### config.mk
export PLATFORM = sky130hd
export DESIGN_NAME = debounce_sync
export DESIGN_NICKNAME = d
export VERILOG_FILES = /design/src/rtl/debounce_sync.sv
export SDC_FILE = /design/constraint.sdc
export NUM_CORES = 1
export LEC_CHECK = 0
export BUFFER_PORTS_ARGS = -buffer_cell sky130_fd_sc_hd__buf_2
export CORE_AREA = 8 8 46 48
export CTS_CLUSTER_DIAMETER = 50
export DETAILED_ROUTE_END_ITERATION = 8
export DIE_AREA = 0 0 54 56
export GPL_TIMING_DRIVEN = 0
export PLACE_DENSITY = 0.68
export SYNTH_ARGS = -nofsm -noshare
export SYNTH_HDL_FRONTEND = slang
export SYNTH_SLANG_ARGS = --single-unit
### constraint.sdc
create_clock -name clk -period 1.82 [get_ports clk]
set_input_delay 0.182 -clock clk [delete_from_list [all_inputs] [get_ports clk]]
set_output_delay 0.182 -clock clk [all_outputs]
set_load 0.01 [all_outputs]
### src/rtl/debounce_sync.sv
`default_nettype none
// ============================================================================
//  Module      : debounce_sync
//  Description : Two-flop synchroniser plus debounce FSM for a bouncy input;
//                emits a clean level and one-cycle rise/fall pulses.
//  Revision    : 1.0  initial release
// ============================================================================
module debounce_sync #(
    parameter int STABLE = 8,
    parameter int CNT_W  = 4
) (
    input  logic clk,
    input  logic rst,
    input  logic din,
    output logic dout,
    output logic rise,
    output logic fall
);

    localparam logic [1:0] S_LOW_STABLE  = 2'd0;
    localparam logic [1:0] S_WAIT_HIGH   = 2'd1;
    localparam logic [1:0] S_HIGH_STABLE = 2'd2;
    localparam logic [1:0] S_WAIT_LOW    = 2'd3;

    localparam logic [CNT_W-1:0] c_cnt_one  = CNT_W'(1);
    localparam logic [CNT_W-1:0] c_cnt_last = CNT_W'(STABLE - 1);

    if ((STABLE < 2) || (STABLE > ((2 ** CNT_W) - 1))) begin : g_param_check
        $fatal(1, "debounce_sync: STABLE must lie in 2..2**CNT_W-1");
    end

    logic             r_s1;
    logic             r_s2;
    logic [1:0]       r_state;
    logic [CNT_W-1:0] r_cnt;
    logic             r_dout;
    logic             r_rise;
    logic             r_fall;

    always_ff @(posedge clk) begin
        if (rst) begin
            r_s1    <= 1'b0;
            r_s2    <= 1'b0;
            r_state <= S_LOW_STABLE;
            r_cnt   <= '0;
            r_dout  <= 1'b0;
            r_rise  <= 1'b0;
            r_fall  <= 1'b0;
        end else begin
            r_s1   <= din;
            r_s2   <= r_s1;
            r_rise <= 1'b0;
            r_fall <= 1'b0;
            case (r_state)
                S_LOW_STABLE: begin
                    if (r_s2) begin
                        r_state <= S_WAIT_HIGH;
                        r_cnt   <= c_cnt_one;
                    end else begin
                        r_cnt   <= '0;
                    end
                end
                S_WAIT_HIGH: begin
                    // A reversal drops back to the stable state so the full window restarts.
                    if (!r_s2) begin
                        r_state <= S_LOW_STABLE;
                        r_cnt   <= '0;
                    end else if (r_cnt == c_cnt_last) begin
                        r_state <= S_HIGH_STABLE;
                        r_dout  <= 1'b1;
                        r_rise  <= 1'b1;
                        r_cnt   <= '0;
                    end else begin
                        r_cnt   <= r_cnt + c_cnt_one;
                    end
                end
                S_HIGH_STABLE: begin
                    if (!r_s2) begin
                        r_state <= S_WAIT_LOW;
                        r_cnt   <= c_cnt_one;
                    end else begin
                        r_cnt   <= '0;
                    end
                end
                default: begin
                    if (r_s2) begin
                        r_state <= S_HIGH_STABLE;
                        r_cnt   <= '0;
                    end else if (r_cnt == c_cnt_last) begin
                        r_state <= S_LOW_STABLE;
                        r_dout  <= 1'b0;
                        r_fall  <= 1'b1;
                        r_cnt   <= '0;
                    end else begin
                        r_cnt   <= r_cnt + c_cnt_one;
                    end
                end
            endcase
        end
    end

    assign dout = r_dout;
    assign rise = r_rise;
    assign fall = r_fall;

endmodule
`default_nettype wire

## Word level (Yosys, flattened, before mapping)

Index checks and enable logic that the tools add are counted.

- Register bits: 11
- Bits of input ports: 3

- Add/sub/neg operators: 1
- Eq/ne operators: 8
- Multiplexer cells: 19
- Bitwise logic cells: 3
- Reductions and logical operators: 7

Operators with widths:

| cell | count |
|---|---|
| 2-to-1 mux 2 bit | 6 |
| 2-to-1 mux 4 bit | 3 |
| one-hot mux 4 bit (3 select lines) | 1 |
| AND reduction 4 bit | 2 |
| 2-to-1 mux 1 bit | 7 |
| != test 2 bit, second input constant | 3 |
| one-hot mux 2 bit (3 select lines) | 1 |
| OR reduction 5 bit | 1 |
| adder 4 x 1 -> 4 bit, second input constant | 1 |
| == test 4 x 3 -> 1 bit, second input constant | 1 |
| nonzero test 4 bit | 1 |
| != test 3 bit, second input constant | 1 |
| NOT 1 bit | 3 |
| OR reduction 3 bit | 1 |
| == test 2 x 1 -> 1 bit, second input constant | 1 |
| == test 2 bit, second input constant | 1 |
| logical NOT 2 bit | 1 |
| != test 2 x 1 -> 1 bit, second input constant | 1 |
| one-hot mux 1 bit (2 select lines) | 1 |
| OR reduction 2 bit | 1 |

## Logic depth before layout (Yosys ltp)

- Depth after elaboration: 4
- Gate-level depth with buffers: 6
- Gate-level depth less buffers: 6

## Least setup slack after synthesis

No wires, ideal clock.

- Path type: register -> register
- Start point: register (tool-made name)
- End point: register r_dout (netlist: dout)
- Setup time: 0.127 ns
- Arrival: 1.362 ns
- Slack: 0.331 ns
- Stages on the path, launching flop included: 7
- Path buffers: 0
- Cell sequence: dfxtp_1 -> inv_1 -> ha_1 -> ha_1 -> nor4_2 -> mux2i_1 -> nor2_1

RTL lines:

| what | line | RTL |
|---|---|---|
| end signal, assigned | 46 | `r_dout <= 1'b0;` |
| end signal, assigned | 70 | `r_dout <= 1'b1;` |
| end signal, assigned | 91 | `r_dout <= 1'b0;` |
| end, declared | 36 | `logic r_dout;` |

==> metrics.md <==
| Metric | Value |
|---|---|
| Vias in the first global route | 408 |
| Register Area | 220.2 sq um |
| # fillers | 148 |
| Cts repair resizes | 0 |
| # setup viols final | 0 |
| Sequential fraction of the synthesis area | 40.74% |
| Synthesized instance count | 53 |
| Cell class contributing the biggest share of worst-path delay | adder cells |
| Pwr dens | 745.9 nW/um^2 |
| GRT overflow | 0 |
| Max-cap violations | 0 |
| Share of cells above drive strength 1 | 19.67% |
| CP Capture Type | register |
| Total Die Area | 3024 sq um |
| Slew @ Worst Pin | 0.4331 ns |
| VDD IR max | 0.4064 mV |
| CORE AREA | 1436 sq um |
| First-pass GRT wire length | 1538 microns |
| Multi-input gate area | 301.5 sq um |
| Post-route clock period utilization | 87.00% |
| Area of the mapped netlist | 540.5 sq um |
| Row cnt | 14 |
| Reg2Reg Depth | 6 |
| Clock skew | 0.002903 ns |
| Die W | 54 microns |
| Final setup TNS | 0 ns |
| Fin nets | 71 |
| Clk_lat worst skew | 0.27 ns |
| Type of origin of the critical path | register |
| Final HPWL DP | 632 microns |
| Leading cell types in the layout, fill and taps excluded | dfxtp_1, ha_1, nor2_1 |
| # hold bufs at CTS | 0 |
| Final core utilization | 42.25% |
| Wirelength, routed | 868 microns |
| Initial antenna violation count | 0 |
| Chip height | 56 microns |
| Hold Crit Class | primary input to register |
| Yosys cell types | 22 |
| Leak pwr | 0.2640 nW |
| Clk slew on worst S/H paths | 0.07 ns |
| Place WS | 0.2487 ns |
| Clock Tree Buf Depth | 2 |
| Initial drt markers | 5 |
| Hold Path Origin | din |
| Status | finished, final reports clean |
| H-tree depth | 1 |
| Critical Path Max Stage Delay | 0.35 ns |
| Most common cell after layout, fill and taps aside | dfxtp_1 |
| TritonCTS clock tree | yes |
| Slowest CP cell | dfxtp_1 |
| Detailed Routing Iterations Pass 1 | 4 |
| Kind of critical path | register to register |
| Ant. Diodes | 0 |
| Post-Syn Area per Cell | 10.20 sq um |
| Cell mode on critical path | ha_1 |
| WHS Path Cells | 2 |
| Worst path cell trace | inv_1, ha_1, ha_1, nor4_2, mux2i_1, nor2_1 |
| GRT Total Usage | 6.788% |
| R2R Setup Slk | 0.24 ns |
| Min cycle time layout | 1.583 ns |
| Yosys top cell by area | dfxtp_1 |
| CTS buffer count | 3 |
| #FFs+latches synth | 11 |
| Initial Util | 37.63% |
| Reg-to-Reg End | dout |
| Worst EP arrival | 1.73 ns |
| Post-CTS setup buffer count | 0 |
| Routed vias | 369 |
| Syn_nets | 62 |
| Slew HR | 71.12% |
| Final worst slack | 0.2365 ns |
| Gpl congestion | 0.7776 |
| IO Port Bufs | 4 |
| Antenna viol nets, final | 0 |
| Synth warn | 0 |
| # DRC | 0 |
| Largest net degree at the start of global routing | 10 |
| Max Clk Rate | 0.6315 GHz |
| Critical Path Fanout Max | 4 |
| Clk sinks | 11 |
| Final Total Pwr | 0.0004527 W |
| Area contributors post-synth | dfxtp_1, ha_1, mux2i_1 |
| Via/cell ratio | 4.792 |
| Pins over their slew limit | 0 |
| Clk root buf | clkbuf_4 |
| Boundary Pins | 6 |
| Hold EP | r_s1 |
| Hold slack | 0.1203 ns |
| Crit path buf inv count | 1 |
| RSZ-0062 raised after global routing | no |
| Fin. Hold Viols | 0 |
| Area delta synth->final | 12.27% |
| Worst EP required | 1.97 ns |
| Drt wl/cell | 11.27 microns |
| Share of the synthesized area in the top cell type | 40.74% |
==> registers in the layout, summed over array words and instances, names as in the netlist, named ones only <==
name and flops:
dout 1, fall 1, r_cnt 4, r_s1 1
r_s2 1, r_state 1, rise 1
==> how the worst max path moves through the flow <==
stage	start	endpoint	slack, ns	depth (start not counted)
global placement	register	dout	0.25	6
global route	register	dout	0.15	6
floorplan	register	dout	0.33	6
CTS	register	dout	0.24	6
finish	register	dout	0.24	6
detailed placement	register	dout	0.25	6
==> where the power goes <==
group	internal, W	leakage, nW	switching (W)
logic	0.0000144	0.160	0.0000197
clock network	0.0000850	0.0150	0.0000822
registers	0.000246	0.0892	0.00000582
total	0.000345	0.264	0.000108
==> worst register-to-register path, stage by stage (launching register included) <==
cell and delay, ns:
dfxtp_1 0.35, inv_1 0.08, ha_1 0.23, ha_1 0.30, nor4_2 0.25, mux2i_1 0.21, nor2_1 0.05
==> kinds of logic after synthesis <==
group,synth area share (%)
adders and majority gates,13.89
and+or+nand+nor,23.61
AOI/OAI and AO/OA,11.11
xor gates and xnor gates,1.621
DFF,40.74
muxes,5.556
buffers and inverters,3.471
==> metal layers <==
| layer | part of all wire, % | GRT usage (%) | up-vias |
|---|---|---|---|
| met5 | 0 | 0 | - |
| met3 | 4.7 | 3.476 | 3 |
| met1 | 45 | 6.015 | 165 |
| li1 | - | - | 195 |
| met4 | 2.5 | 5.282 | 0 |
| met2 | 47 | 10.95 | 6 |
==> metrics by stage <==
step,cell area [sq um],cells
final,606.8,77
after global routing,606.8,77
after CTS,606.8,77
after detailed placement,580.6,73
after global placement,580.6,73
after floorplan,540.5,53
==> synth_stat cells <==
library cell / instances
a211oi_4: 1
a21o_1: 1
a21oi_1: 3
clkbuf_1: 1
dfxtp_1: 11
ha_1: 6
inv_1: 4
mux2i_1: 3
nand2_1: 2
nand2b_1: 2
nand3_1: 1
nand3b_4: 1
nor2_1: 5
nor2b_1: 2
nor3_1: 3
nor3_2: 1
nor3b_1: 1
nor4_2: 1
o21a_2: 1
o32ai_1: 1
or3_1: 1
xnor2_1: 1
==> layout make-up <==
| class | count | share of cell area, % |
|---|---|---|
| inverters | 4 | 2.474 |
| well taps | 16 | 3.299 |
| multi-input cells | 37 | 49.69 |
| flip-flops and latches | 11 | 36.29 |
| plain buffers | 1 | 0.6186 |
| repair buffers | 4 | 3.299 |
| clock buffers | 4 | 4.330 |
Note: power is estimated with default switching activity, not from simulation.
